`config.mk`:
```
export PLATFORM = sky130hd
export DESIGN_NAME = tanh_lut_fetch
export DESIGN_NICKNAME = d
export VERILOG_FILES = /design/src/rtl/tanh_lut_pkg.sv /design/src/rtl/tanh_lut_rom.sv /design/src/rtl/tanh_lut_fetch.sv
export SDC_FILE = /design/constraint.sdc
export NUM_CORES = 1
export LEC_CHECK = 0
export CAP_MARGIN = 0
export CORE_AREA = 2 2 73 82
export CTS_BUF_LIST = sky130_fd_sc_hd__clkbuf_8
export CTS_CLUSTER_DIAMETER = 150
export DETAILED_ROUTE_END_ITERATION = 10
export DIE_AREA = 0 0 75 84
export PLACE_DENSITY = 0.69
export SLEW_MARGIN = 20
export SYNTH_ARGS = -nofsm -noshare
export SYNTH_HDL_FRONTEND = slang
export SYNTH_SLANG_ARGS = --single-unit
```
`constraint.sdc`:
```
create_clock -name clk -period 4.1 [get_ports clk]
set_clock_uncertainty 0.2 [all_clocks]
set_input_delay 0.41 -clock clk [delete_from_list [all_inputs] [get_ports clk]]
set_output_delay 0.41 -clock clk [all_outputs]
set_load 0.005 [all_outputs]
```
`src/rtl/tanh_lut_pkg.sv`:
```
// Shared constants, tanh sample table and stage-1 record for the tanh LUT fetch stage.
// The table holds round(16*tanh(k)) for k = 0..8 in Q3.4.
package tanh_lut_pkg;

    localparam int DATA_W_DEF = 8;
    localparam int FRAC_W_DEF = 4;
    localparam int IDX_W      = 3;
    localparam int LUT_DEPTH  = 9;

    localparam logic [DATA_W_DEF-1:0] TANH_TABLE [LUT_DEPTH] = '{
        8'd0, 8'd12, 8'd15, 8'd16, 8'd16, 8'd16, 8'd16, 8'd16, 8'd16
    };

    typedef struct packed {
        logic                  neg;
        logic [IDX_W-1:0]      idx;
        logic [FRAC_W_DEF-1:0] frac;
    } s1_rec_t;

    // The most negative input has no positive twin, so its magnitude clips to full scale.
    function automatic s1_rec_t decode_x(input logic [DATA_W_DEF-1:0] xv);
        logic [DATA_W_DEF-2:0] mag;
        s1_rec_t               rec;
        if (xv == {1'b1, {(DATA_W_DEF-1){1'b0}}})
            mag = {(DATA_W_DEF-1){1'b1}};
        else if (xv[DATA_W_DEF-1])
            mag = (DATA_W_DEF-1)'(-xv);
        else
            mag = xv[DATA_W_DEF-2:0];
        rec.neg  = xv[DATA_W_DEF-1];
        rec.idx  = mag[FRAC_W_DEF+IDX_W-1:FRAC_W_DEF];
        rec.frac = mag[FRAC_W_DEF-1:0];
        return rec;
    endfunction

endpackage

```
`src/rtl/tanh_lut_rom.sv`:
```
// Combinational dual-port read of the activation table at idx and idx+1.
// Kept separate so the sigmoid variant can swap in its own table.
module tanh_lut_rom
    import tanh_lut_pkg::*;
#(
    parameter int DATA_W = DATA_W_DEF
) (
    input  logic [IDX_W-1:0]  i_idx,
    output logic [DATA_W-1:0] o_lo,
    output logic [DATA_W-1:0] o_hi
);

    logic [IDX_W:0] w_idx_lo;
    logic [IDX_W:0] w_idx_hi;

    assign w_idx_lo = {1'b0, i_idx};
    assign w_idx_hi = w_idx_lo + {{IDX_W{1'b0}}, 1'b1};

    assign o_lo = DATA_W'(TANH_TABLE[w_idx_lo]);
    assign o_hi = DATA_W'(TANH_TABLE[w_idx_hi]);

endmodule

```
`src/rtl/tanh_lut_fetch.sv`:
```
// Two-stage decode/fetch feeding the tanh interpolator with base, next, change and fraction.
// Define TANH_LUT_SKID_EN to register ready_in behind a 1-entry input skid buffer.
module tanh_lut_fetch
    import tanh_lut_pkg::*;
#(
    parameter int DATA_W = DATA_W_DEF,
    parameter int FRAC_W = FRAC_W_DEF
) (
    input  logic              clk,
    input  logic              rst,
    input  logic [DATA_W-1:0] x,
    input  logic              valid_in,
    output logic              ready_in,
    output logic [DATA_W-1:0] base,
    output logic [DATA_W-1:0] next_data,
    output logic [DATA_W-1:0] change,
    output logic [DATA_W-1:0] remaining,
    output logic              valid_out,
    input  logic              ready_out
);

    s1_rec_t           r_s1;
    logic              r_s1_valid;
    logic              r_valid_out;
    logic [DATA_W-1:0] r_base;
    logic [DATA_W-1:0] r_next;
    logic [DATA_W-1:0] r_change;
    logic [DATA_W-1:0] r_remaining;

    logic              w_adv;
    logic              w_s1_en;
    logic [DATA_W-1:0] w_t_lo;
    logic [DATA_W-1:0] w_t_hi;
    logic [DATA_W-1:0] w_base;
    logic [DATA_W-1:0] w_next;

    assign w_adv   = !r_valid_out || ready_out;
    assign w_s1_en = !r_s1_valid || w_adv;

`ifdef TANH_LUT_SKID_EN
    logic              r_skid_full;
    logic              r_ready_in;
    logic [DATA_W-1:0] r_skid_x;
    logic              w_in_acc;

    assign ready_in = r_ready_in;
    assign w_in_acc = valid_in && r_ready_in;

    // A held skid entry always drains into stage 1 ahead of new input.
    always_ff @(posedge clk) begin
        if (rst) begin
            r_s1        <= '0;
            r_s1_valid  <= 1'b0;
            r_skid_x    <= '0;
            r_skid_full <= 1'b0;
            r_ready_in  <= 1'b0;
        end else if (w_s1_en) begin
            if (r_skid_full) begin
                r_s1        <= decode_x(r_skid_x);
                r_s1_valid  <= 1'b1;
                r_skid_full <= 1'b0;
            end else begin
                r_s1_valid <= w_in_acc;
                if (w_in_acc)
                    r_s1 <= decode_x(x);
            end
            r_ready_in <= 1'b1;
        end else begin
            if (w_in_acc) begin
                r_skid_x    <= x;
                r_skid_full <= 1'b1;
            end
            r_ready_in <= !(r_skid_full || w_in_acc);
        end
    end
`else
    assign ready_in = w_s1_en;

    always_ff @(posedge clk) begin
        if (rst) begin
            r_s1       <= '0;
            r_s1_valid <= 1'b0;
        end else if (w_s1_en) begin
            r_s1_valid <= valid_in;
            if (valid_in)
                r_s1 <= decode_x(x);
        end
    end
`endif

    tanh_lut_rom #(
        .DATA_W (DATA_W)
    ) u_rom (
        .i_idx (r_s1.idx),
        .o_lo  (w_t_lo),
        .o_hi  (w_t_hi)
    );

    // Odd symmetry: tanh(-x) = -tanh(x).
    assign w_base = r_s1.neg ? -w_t_lo : w_t_lo;
    assign w_next = r_s1.neg ? -w_t_hi : w_t_hi;

    always_ff @(posedge clk) begin
        if (rst) begin
            r_valid_out <= 1'b0;
            r_base      <= '0;
            r_next      <= '0;
            r_change    <= '0;
            r_remaining <= '0;
        end else if (w_adv) begin
            r_valid_out <= r_s1_valid;
            if (r_s1_valid) begin
                r_base      <= w_base;
                r_next      <= w_next;
                r_change    <= w_next - w_base;
                r_remaining <= DATA_W'(r_s1.frac);
            end
        end
    end

    assign valid_out = r_valid_out;
    assign base      = r_base;
    assign next_data = r_next;
    assign change    = r_change;
    assign remaining = r_remaining;

endmodule
```
---- After elaboration in Yosys (flattened, before gate mapping) ----
Memories as Yosys holds them, arrays and structs flattened.
Cells that the tools add are included.
operators by class
  add/subtract/negate cells ............... 5
  order comparisons ....................... 2
  eq/ne operators ......................... 1
  mux-type cells .......................... 8
  bitwise operators ....................... 2
  reduce and logical (&&, ||, !) cells .... 6
operator list
  operator             count
  $mux 8               6
  $neg 8->8            2
  $mux 7               2
  $ge 5x5->1 const B   2
  $eq 8x8->1 const B   1
  $sub 8x8->8          1
  $neg 7->7            1
  $not 3->5            1
  $not 4->5            1
  $add 3x1->4 const B  1
  $reduce_and 2->1     2
  $logic_not 1->1      2
  $logic_or 1x1->1     2
word-level totals
  register bits after elaboration ......... 38
  ROM bits ................................ 256
  logic and storage cells ................. 35
  memories ................................ 2
memories
  memory           words  width  rd ports  clocked after Yosys merged registers in  wr ports  RTL line            source
  (no name shown)  16     8      1         0                                        0         tanh_lut_rom.sv:20  assign o_hi = DATA_W'(TANH_TABLE[w_idx_hi]);
  (no name shown)  16     8      1         0                                        0         tanh_lut_rom.sv:19  assign o_lo = DATA_W'(TANH_TABLE[w_idx_lo]);

---- Depth between registers and ports, before layout ----
  word-level depth ........................ 8
  depth in mapped cells ................... 15
  gate-level depth less buffers ........... 15

---- Cells and area by module ----
A second synthesis with hierarchy kept.
unflattened totals
  cells, all modules ...................... 287
  area total of the unflattened synthesis .. 2321.0 sq um
by module, submodules not included
  module          times used  cells each  area each (sq um)  seq. area each (sq um)
  tanh_lut_fetch  1           261         2137.0             760.7
  tanh_lut_rom    1           26          183.9              0.0

---- Least setup slack after synthesis ----
No wires, ideal clock.
  path type ............................... flip-flop to flip-flop
  start ................................... register r_s1[4] (netlist bit)
  end ..................................... register r_change[7] (netlist: change[7])
  setup time .............................. 122 ps
  arrival ................................. 2809 ps
  data required time ...................... 3778 ps
  path slack .............................. 969 ps
  cell stages (with the launch flop) ...... 14
  cell sequence ........................... dfxtp_1 inv_1 ha_1 or2_1 ha_1 nand2b_1 xnor2_1 ha_1 a21oi_1 nor2b_1 o21a_1 or4_1 mux2i_1 nor3_2
between the ends
  cells in the longest elaborated chain, start to end .. 8
RTL lines
  what                                        RTL line               source
  start, declared                             tanh_lut_fetch.sv:22   s1_rec_t r_s1;
  start signal, assigned                      tanh_lut_fetch.sv:86   r_s1 <= decode_x(x);
  $add 3x1->4                                 tanh_lut_rom.sv:17     assign w_idx_hi = w_idx_lo + {{IDX_W{1'b0}}, 1'b1};
  $not 4->5 (implied by the code)             tanh_lut_rom.sv:20
  $mem_v2 16x8                                n/a
  $mux 8 (implied by the code) (2 in series)  tanh_lut_rom.sv:20
  $neg 8->8                                   tanh_lut_fetch.sv:101  assign w_next = r_s1.neg ? -w_t_hi : w_t_hi;
  $mux 8                                      tanh_lut_fetch.sv:101
  $sub 8x8->8 *                               tanh_lut_fetch.sv:115  r_change <= w_next - w_base;
  end signal, assigned                        tanh_lut_fetch.sv:115
  end, declared                               tanh_lut_fetch.sv:27   logic [DATA_W-1:0] r_change;
Every way passes the cells marked *; elsewhere a longest branch is shown, timed or not. The select of a mux whose other input is x is not followed.
A chain may end at the register's enable or synchronous reset.

---- Worst setup path in the final report ----
Ends and elaborated chain as after synthesis.

==> impl_results.md <==
* Clock power frac at 32.3%
* TNS Setup at 0 ns
* Vias per cell at 4.987
* Final Max Slew Viols at 0
* Post-Syn Instances at 270
* Root Buffer: clkbuf_8
* Yosys reg bits at 38
* Final nets at 332
* RSZ-0062 raised after global routing: no
* Max_cap viols at 0
* Crit path launch type: flop
* Layout cells sized above 1 at 7.516%
* CP Max Fanout at 4
* Hold slack at 0.2568 ns
* Initial antenna violation count at 0
* Drt drc at 0
* CP Cell Sequence: inv_1, ha_1, or2_1, ha_1, nand2b_1, xnor2_1, ha_1, a21oi_1, nor2b_1, o21a_1, or4_1, mux2i_1, nor3_2
* Die X-Extent at 75 um
* Worst IR Drop VDD at 0.0001709 V
* CP arrival at 3.32 ns
* Most used cell, CP: ha_1
* Sequential power share at 42.0%
* Sink Count at 38
* Setup crit end kind: flop
* Average size of a mapped cell at 7.943 um2
* Post-CTS setup buffers at 0
* Max Clk Rate at 299.2 MHz
* I/O pins at 46
* First-pass DRT Iterations at 4
* Placed cell areas at 0.002597 mm2
* YS warnings at 0
* Detail Route Antenna Nets at 0
* Run status: finished, final reports clean
* Post-route standard cell area excluding fillers at 0.002711 mm2
* Final GP Congestion at 0.7893
* Largest area contributor in the synthesized netlist: dfxtp_1
* Die Span Y at 84 um
* First-pass GRT wire length at 7817 um
* Total wire length at 4439 um
* Starting DRT DRC Count at 73
* Detailed Place HPWL at 3358 um
* Global-route usage over all layers at 15.48%
* Clock Latency Late Sink at 0.29 ns
* Vias in the first global route at 1787
* Minimum clock period at 3.342 ns
* Number of flops mapped to enable cells by yosys at 0
* GR Overflow Total at 0
* Net Switching at 0.2839 mW
* WP data required at 4.07 ns
* Clock Pin Slew Worst Setup and Hold Paths at 0.08 ns
* Worst hold path type: reg -> reg
* CTS tree: yes
* Worst setup path class: reg -> reg
* Diodes inserted at 0
* Post_cts resized at 0
* Top cell type's share of synthesized area at 35.47%
* Die area at 0.006300 mm2
* Drt wl/cell at 11.59 um
* Clk buf depth at 2
* P_leak at 1.034 nW
* Row cnt at 29
* Starting Density at 38.63%
* Crit-path slowest cell: or4_1
* Vias at 1910
* Num CTS Buffers at 5
* # port buffers at 41
* Top post-synthesis cells by count: 39 x nand2_1, 38 x dfxtp_1, 27 x a21oi_1, 27 x nor2_1, 18 x inv_1
* Layout area overhead at 26.43%
* Pin count of the biggest net entering global routing at 24
* Fraction of registers with async set/reset at 0%
* Crit share post-route at 81.51%
* Sw Share at 29.09%
* Most frequent cell after synthesis: nand2_1
* Syn Std Cell Area at 0.002145 mm2
* Sequential area share after synthesis at 35.47%
* Critical Path Max Stage Delay at 0.39 ns
* Tightest Pin Transition at 0.6412 ns
* Count of cell types in the netlist at 50
* Top area cells in the synthesized netlist: dfxtp_1 35%, ha_1 8.2%, nand2_1 6.8%
* Int Power at 0.6921 mW
* Final setup vio count at 0
* Post-CTS Hold Fix Bufs at 0
* Hold Fails Final Rpt at 0
* Post-synth top flop: dfxtp_1
* Core area at 0.005552 mm2
* Comb power frac at 25.7%
* Cell Pwr Density at 360.0 mW/mm2
* H-tree depth at 2
* Relative slew slack at 57.26%
## layout make-up
cell class / count / area, um2
multi-input combinational: 197 / 1236
tap: 77 / 96.34
timing repair buffer: 44 / 432.9
sequential: 38 / 760.7
inverter: 19 / 71.32
clock buffer: 5 / 68.82
fill: 540 / 2840
clock inverter: 3 / 45.04
## worst max-delay path, delay by kind of cell, from the launching register on
family                     cells  cell delay [ns]
and+or+nand+nor                5             0.96
AOI/OAI and AO/OA              2             0.38
buffers and inverters          1             0.08
xor gates and xnor gates       1             0.22
adders and majority gates      3             0.85
DFF                            1             0.37
muxes                          1             0.18
## metal layers
metal | GRT usage, % | vias up | wire (um)
li1 | - | 988 | -
met1 | 20.19 | 874 | 2064
met2 | 24.80 | 43 | 2138
met3 | 3.261 | 5 | 191
met4 | 5.357 | 0 | 44
met5 | 0 | - | 0
## flip-flops by register name (all words and copies together) (netlist names)
register and cells:
base 8, change 8, next_data 8, r_s1 8
remaining 4, r_s1_valid 1, valid_out 1
## power by group through the flow
stage | Combinational [mW] | Sequential (mW) | Clock [mW]
floorplan | 0.175 | 0.416 | 0
global placement | 0.249 | 0.418 | 0
detailed placement | 0.252 | 0.419 | 0
CTS | 0.253 | 0.410 | 0.324
global route | 0.285 | 0.414 | 0.336
finish | 0.251 | 0.410 | 0.315
## worst paths after layout
check | from | end | slack [ns] | cells after the start
min | r_s1[2] | remaining[2] | 0.26 | 2
max | r_s1[4] | change[7] | 0.76 | 13
min reg2reg | r_s1[2] | remaining[2] | 0.26 | 2
max reg2reg | r_s1[4] | change[7] | 0.76 | 13
## per-stage QoR
step                setup WS, ns  power (mW)  utilization (%)  instances
floorplan                 0.9689      0.5911                -        273
global placement          0.8556      0.6678            46.79        375
detailed placement        0.7629      0.6708            46.79        375
CTS                       0.7445      0.9872            48.84        383
global route              0.5299       1.036            48.84        383
finish                    0.7581      0.9760            48.84        383
## cells in the final DEF (no fill, tap or decap), drive strengths merged, types with 5 or more instances in the layout
| cell type | instances |
|---|---|
| clkdlybuf4s50 | 41 |
| nand2 | 39 |
| dfxtp | 38 |
| nor2 | 27 |
| a21oi | 27 |
| inv | 19 |
| ha | 14 |
| o21ai | 12 |
| nand3 | 9 |
| a211oi | 8 |
| nor2b | 6 |
| clkbuf | 5 |
## cells by family after synthesis
logic type | share of synthesized area (%)
simple gates | 23.80
other cells | 0.1749
fa+ha+maj | 9.102
compound gates | 18.38
flops | 35.47
xor+xnor | 3.210
buf+inv | 7.409
mux | 2.450
Note: power is estimated with default switching activity, not from simulation.
